===== src/rtl/music_pkg.sv =====
// Shared definitions for the music-box sequencer: note-bank layout, song-entry
// format and sequencer states.
package music_pkg;

    localparam int NOTES = 24;
    localparam int DUR_W = 8;

    // Note-enable bit positions, lowest octave first.
    localparam int N_1C  = 0;
    localparam int N_1D  = 1;
    localparam int N_1E  = 2;
    localparam int N_1F  = 3;
    localparam int N_1G  = 4;
    localparam int N_1A  = 5;
    localparam int N_1B  = 6;
    localparam int N_C   = 7;
    localparam int N_D   = 8;
    localparam int N_E   = 9;
    localparam int N_F   = 10;
    localparam int N_G   = 11;
    localparam int N_A   = 12;
    localparam int N_B   = 13;
    localparam int N_C1  = 14;
    localparam int N_D1  = 15;
    localparam int N_E1  = 16;
    localparam int N_F1  = 17;
    localparam int N_G1  = 18;
    localparam int N_A1  = 19;
    localparam int N_B1  = 20;
    localparam int N_F2  = 21;
    localparam int N_G1f = 22;
    localparam int N_G1s = 23;

    typedef struct packed {
        logic [DUR_W-1:0] duration;
        logic [NOTES-1:0] note_mask;
    } song_entry_t;

    typedef enum logic [2:0] {
        S_IDLE,
        S_FETCH,
        S_LATCH,
        S_PLAY,
        S_GAP
    } seq_state_t;

endpackage


===== src/rtl/tick_prescaler.sv =====
// Divides the clock down to a one-cycle duration tick every TICK_DIV enabled cycles.
module tick_prescaler #(
    parameter int TICK_DIV = 2_500_000
) (
    input  logic clock,
    input  logic reset,
    input  logic en,
    input  logic clr,
    output logic tick
);

    localparam int CW = $clog2(TICK_DIV);
    localparam logic [CW-1:0] LAST = CW'(TICK_DIV - 1);

    logic [CW-1:0] count;

    assign tick = en && (count == LAST);

    // NOTE: sequential state is assigned with <= so every register samples pre-edge values.
    always_ff @(posedge clock or negedge reset) begin
        if (!reset) begin
            count <= '0;
        end else if (clr) begin
            count <= '0;
        end else if (en) begin
            count <= (count == LAST) ? '0 : count + CW'(1);
        end
    end

endmodule


===== src/rtl/music_box_sequencer.sv =====
// Steps through song-ROM events, holding each note mask for its duration and
// merging live keys into the registered note-bank enables.
module music_box_sequencer #(
    parameter int NOTES     = 24,
    parameter int DUR_W     = 8,
    parameter int ADDR_W    = 8,
    parameter int TICK_DIV  = 2_500_000,
    parameter int GAP_TICKS = 1
) (
    input  logic                   clock,
    input  logic                   reset,
    input  logic                   start,
    input  logic                   stop,
    input  logic                   pause,
    input  logic                   loop_en,
    input  logic [NOTES-1:0]       manual_keys,
    output logic [ADDR_W-1:0]      rom_addr,
    input  logic [NOTES+DUR_W-1:0] rom_data,
    output logic [NOTES-1:0]       note_mask,
    output logic                   busy,
    output logic                   song_done
);

    import music_pkg::*;

    localparam logic [DUR_W-1:0] GAP_LOAD = DUR_W'(GAP_TICKS);

    seq_state_t        state, state_nxt;
    logic [ADDR_W-1:0] addr_nxt;
    logic [NOTES-1:0]  seq_mask, seq_nxt;
    logic [DUR_W-1:0]  remaining, rem_nxt;
    logic [DUR_W-1:0]  duration;
    logic              done_nxt;
    logic              timing;
    logic              tick;

    assign duration = rom_data[NOTES +: DUR_W];
    assign timing   = (state == S_PLAY) || (state == S_GAP);

    tick_prescaler #(.TICK_DIV(TICK_DIV)) u_prescaler (
        .clock (clock),
        .reset (reset),
        .en    (timing && !pause),
        .clr   (!timing),
        .tick  (tick)
    );

    // NOTE: every output of this block gets a default first, so no path can infer a latch.
    always_comb begin
        state_nxt = state;
        addr_nxt  = rom_addr;
        seq_nxt   = seq_mask;
        rem_nxt   = remaining;
        done_nxt  = 1'b0;

        if (stop) begin
            state_nxt = S_IDLE;
            seq_nxt   = '0;
            rem_nxt   = '0;
        end else if (start) begin
            state_nxt = S_FETCH;
            addr_nxt  = '0;
        end else begin
            unique case (state)
                S_IDLE:  ;
                S_FETCH: state_nxt = S_LATCH;
                S_LATCH: begin
                    if (duration == '0) begin
                        if (loop_en) begin
                            state_nxt = S_FETCH;
                            addr_nxt  = '0;
                        end else begin
                            state_nxt = S_IDLE;
                            seq_nxt   = '0;
                            done_nxt  = 1'b1;
                        end
                    end else begin
                        state_nxt = S_PLAY;
                        seq_nxt   = rom_data[NOTES-1:0];
                        rem_nxt   = duration;
                    end
                end
                S_PLAY: begin
                    if (tick) begin
                        if (remaining == DUR_W'(1)) begin
                            if (GAP_TICKS > 0) begin
                                state_nxt = S_GAP;
                                seq_nxt   = '0;
                                rem_nxt   = GAP_LOAD;
                            end else begin
                                state_nxt = S_FETCH;
                                addr_nxt  = rom_addr + ADDR_W'(1);
                                rem_nxt   = '0;
                            end
                        end else begin
                            rem_nxt = remaining - DUR_W'(1);
                        end
                    end
                end
                S_GAP: begin
                    if (tick) begin
                        if (remaining == DUR_W'(1)) begin
                            state_nxt = S_FETCH;
                            addr_nxt  = rom_addr + ADDR_W'(1);
                            rem_nxt   = '0;
                        end else begin
                            rem_nxt = remaining - DUR_W'(1);
                        end
                    end
                end
                default: state_nxt = S_IDLE;
            endcase
        end
    end

    always_ff @(posedge clock or negedge reset) begin
        if (!reset) begin
            state     <= S_IDLE;
            rom_addr  <= '0;
            seq_mask  <= '0;
            remaining <= '0;
            note_mask <= '0;
            busy      <= 1'b0;
            song_done <= 1'b0;
        end else begin
            state     <= state_nxt;
            rom_addr  <= addr_nxt;
            seq_mask  <= seq_nxt;
            remaining <= rem_nxt;
            note_mask <= manual_keys | (pause ? '0 : seq_mask);
            busy      <= (state_nxt != S_IDLE);
            song_done <= done_nxt;
        end
    end

endmodule


===== config.mk =====
export PLATFORM = sky130hd
export DESIGN_NAME = music_box_sequencer
export DESIGN_NICKNAME = d
export VERILOG_FILES = /design/src/rtl/music_pkg.sv /design/src/rtl/tick_prescaler.sv /design/src/rtl/music_box_sequencer.sv
export SDC_FILE = /design/constraint.sdc
export NUM_CORES = 1
export LEC_CHECK = 0
export CAP_MARGIN = 10
export CORE_MARGIN = 3
export CORE_UTILIZATION = 30
export CTS_BUF_LIST = sky130_fd_sc_hd__clkbuf_8
export CTS_CLUSTER_DIAMETER = 150
export CTS_CLUSTER_SIZE = 40
export DETAILED_ROUTE_END_ITERATION = 10
export DONT_BUFFER_PORTS = 1
export HOLD_SLACK_MARGIN = 0.03
export RECOVER_POWER = 50
export SLEW_MARGIN = 40
export SYNTH_ARGS = -nofsm -noshare
export SYNTH_HDL_FRONTEND = slang
export SYNTH_SLANG_ARGS = --single-unit

===== constraint.sdc =====
create_clock -name clock -period 3.3 [get_ports clock]
set_input_delay 0.33 -clock clock [delete_from_list [all_inputs] [get_ports clock]]
set_output_delay 0.33 -clock clock [all_outputs]
set_load 0.01 [all_outputs]

==> flow_summary_export.csv <==
group,metric,value,unit
synthesis,synth_warnings,0,
cells_and_area,fin_nets,495,
worst_setup_path,ff2ff_path_depth,8,
clock_tree,h-tree-depth,3,
placed_design,hpwlAfterDp,7.214,mm
worst_setup_path,critical_path_arrival,2.86,ns
synthesis,synth_edf_count,0,
route,drcViolationCount,0,
timing,timing.final.crit_share,0.7920,
clock_tree,cts_resized,0,
pwr,powerDensity,451.5,nW/um^2
route,first_iter_violations,275,
floorplanning,io-pin-count,96,
grt,grt_pass1_vias,3307,
placed_design,place_ws,0.6907,ns
timing,fin_skew,0.01946,ns
cells_and_area,drive_gt1_frac,0.08065,
floorplanning,chipHeight,126.2,um
hold_path,hold_class,"in -> reg",
timing,hold_viol_final,0,
route,wl_per_cell,17.04,um
worst_setup_path,critPathMaxFanout,24,
cells_and_area,multi_input_area,1933,sq um
grt,grt_overflow_total,0,
timing,worst_pin_slew,0.6465,ns
worst_setup_path,critPathCapture,"seq_mask[8]",
placed_design,gp_congestion,0.8293,
clock_tree,cts.sinks,91,
worst_setup_path,r2r_slack,0.69,ns
cells_and_area,final_core_util,0.3492,
timing,final.setup.tns,0,ns
cells_and_area,postLayoutCellArea,4885,sq um
synthesis,synth-async-reset-ratio,1.000,
worst_setup_path,worst_setup_path_start_kind,"register",
route,finalWirelength,10.48,mm
worst_setup_path,startpoint,"remaining[1]",
synthesis,yosys.area_share.simple,0.1869,
synthesis,synth-main-ff-cell,"dfrtp_1",
worst_setup_path,crit_type,"reg -> reg",
route,vias,3407,
cells_and_area,final_common_cell,"dfrtp_1",
timing,fin_crit,2.614,ns
worst_setup_path,cp_data_required_time,3.54,ns
synthesis,syn_nets,488,
clock_tree,clockBufferDepth,2,
synthesis,yosys-mux-area-fraction,0.002311,
synthesis,synth_top_family_by_area,"compound AO/OA/AOI/OAI gates",
pwr,peakVddDrop,0.0001945,V
synthesis,yosys.area_share.adder,0.01155,
timing,slew-limit-headroom,0.5650,
route,vias_per_cell,5.540,
worst_setup_path,r2r_end,"seq_mask[8]",
cells_and_area,seqCellArea,2277,sq um
floorplanning,die_w,126.2,um
grt,grt_pass1_wl,17.46,mm
placed_design,dpl_cell_area,4522,sq um
route,ant_nets,0,
clock_tree,cts_tree,"built",
synthesis,yosysSeqAreaShare,0.5257,
clock_tree,root_buffer,"clkbuf_8",
grt,grt_util_all_layers,0.1335,
synthesis,synth-xor-area-share,0.002022,
timing,drv_slew,0,
pwr,leakage,2.135,nW
clock_tree,clk_pin_slew_worst_paths,0.10,ns
cells_and_area,area_growth,12.77,%
grt,antenna_found_initial,1,
floorplanning,dieArea,15920,sq um
timing,setup_violations,0,
worst_setup_path,worstSetupEndpointType,"register",
clock_tree,cts_hold_buf,4,
cells_and_area,layout_common_cells,"dfrtp_1, nand2_1, o21ai_1, a22o_1",
floorplanning,start_util,0.3097,
floorplanning,num_rows,43,
synthesis,synth_compound_area_frac,0.2421,
synthesis,synth.avg_cell_area,10.26,sq um
floorplanning,coreArea,13990,sq um
clock_tree,cts_setup_buffers,0,
route,dr.pass1.iters,5,
timing,fmax,0.3826,GHz
clock_tree,cts_inserted_buffers,9,
grt,grt_start_max_net_pins,92,
placed_design,place.port_buffers,0,
clock_tree,clkLatencyLatePin,0.36,ns
synthesis,syn_inst,422,
timing,setup_slack,0.6864,ns
synthesis,yosysUniqueCellTypes,57,
job,cap_violations,0,
worst_setup_path,r2r-start,"remaining[1]",
synthesis,syn_area,4332,sq um
timing,rsz0062_at_grt,"false",
cells_and_area,fill_cells,1386,
synthesis,synth-seq-cells,91,
run_status,outcome,"finished, final reports clean",
## synth_stat cells, types with 11 or more instances
| library cell | number | area, sq um |
|---|---|---|
| a22o_1 | 25 | 219.0 |
| nand3_1 | 14 | 70.07 |
| a21o_1 | 24 | 180.2 |
| dfrtp_1 | 91 | 2277 |
| a21oi_1 | 24 | 120.1 |
| nand4_1 | 12 | 75.07 |
| nor2_1 | 22 | 82.58 |
| o21ai_1 | 30 | 150.1 |
| nand2_1 | 34 | 127.6 |
| clkbuf_1 | 16 | 60.06 |
| o31ai_1 | 11 | 82.58 |
| o21ai_0 | 14 | 70.07 |
## worst max-delay path, cell delays in order, from the launching register on
cell,delay [ns]
dfrtp_1,0.41
inv_1,0.10
ha_1,0.15
or4b_4,0.48
nor4_4,0.20
nand4_2,0.22
a2111oi_4,0.46
nor2_4,0.19
a22o_1,0.27
## stage by stage
stage | total power [W] | cells | hold WS [ns]
finish | 0.002205 | 615 | 0.05782
detailed placement | 0.001253 | 589 | 0.03642
floorplan | 0.001239 | 422 | 0.03441
global route | 0.002293 | 615 | 0.03010
global placement | 0.001250 | 589 | 0.03634
CTS | 0.002231 | 609 | 0.03189
## report_power, final
part | switching (W) | internal [W]
sequential | 0.0000241 | 0.00114
clock | 0.000414 | 0.000527
combinational | 0.0000632 | 0.0000393
## layout make-up
| cell class | instances | share of cell area |
|---|---|---|
| timing repair buffer | 17 | 0.03432 |
| tap | 180 | 0.04611 |
| sequential | 91 | 0.4662 |
| inverter | 8 | 0.006148 |
| multi-input combinational | 302 | 0.3957 |
| clock buffer | 10 | 0.02818 |
| antenna | 1 | 0.0005123 |
| clock inverter | 6 | 0.02280 |
## layer usage
| layer | GRT usage | part of all wire | vias up |
|---|---|---|---|
| li1 | - | - | 1606 |
| met4 | 0.04038 | 0.0089 | 0 |
| met3 | 0.04665 | 0.079 | 8 |
| met1 | 0.1842 | 0.46 | 1659 |
| met2 | 0.1978 | 0.46 | 134 |
| met5 | 0 | 0 | - |
## worst min path at each step
| stage | from | cells after the start | endpoint |
|---|---|---|---|
| global route | manual_keys[14] | 1 | note_mask[14] |
| global placement | reset | 0 | note_mask[15] |
| detailed placement | reset | 0 | note_mask[20] |
| finish | stop | 1 | remaining[2] |
| floorplan | reset | 0 | busy |
| CTS | stop | 1 | state[0] |
## cell families (layout without fill, tap and decap cells)
| kind of cell | Yosys count | in the layout |
|---|---|---|
| AO/OA/AOI/OAI | 155 | 155 |
| AND/OR/NAND/NOR | 141 | 141 |
| flip-flops | 91 | 91 |
| buffers and inverters | 29 | 41 |
| adder cells (fa/ha/maj) | 4 | 4 |
| XOR/XNOR | 1 | 1 |
| multiplexers | 1 | 1 |
| other | 0 | 1 |
## state kept, by name (all words and copies together) (netlist names)
| name | flops |
|---|---|
| remaining | 8 |
| u_prescaler.count | 22 |
| rom_addr | 8 |
| seq_mask | 24 |
| busy | 1 |
| song_done | 1 |
| note_mask | 24 |
| state | 3 |
(Power assumes the default switching activity.)
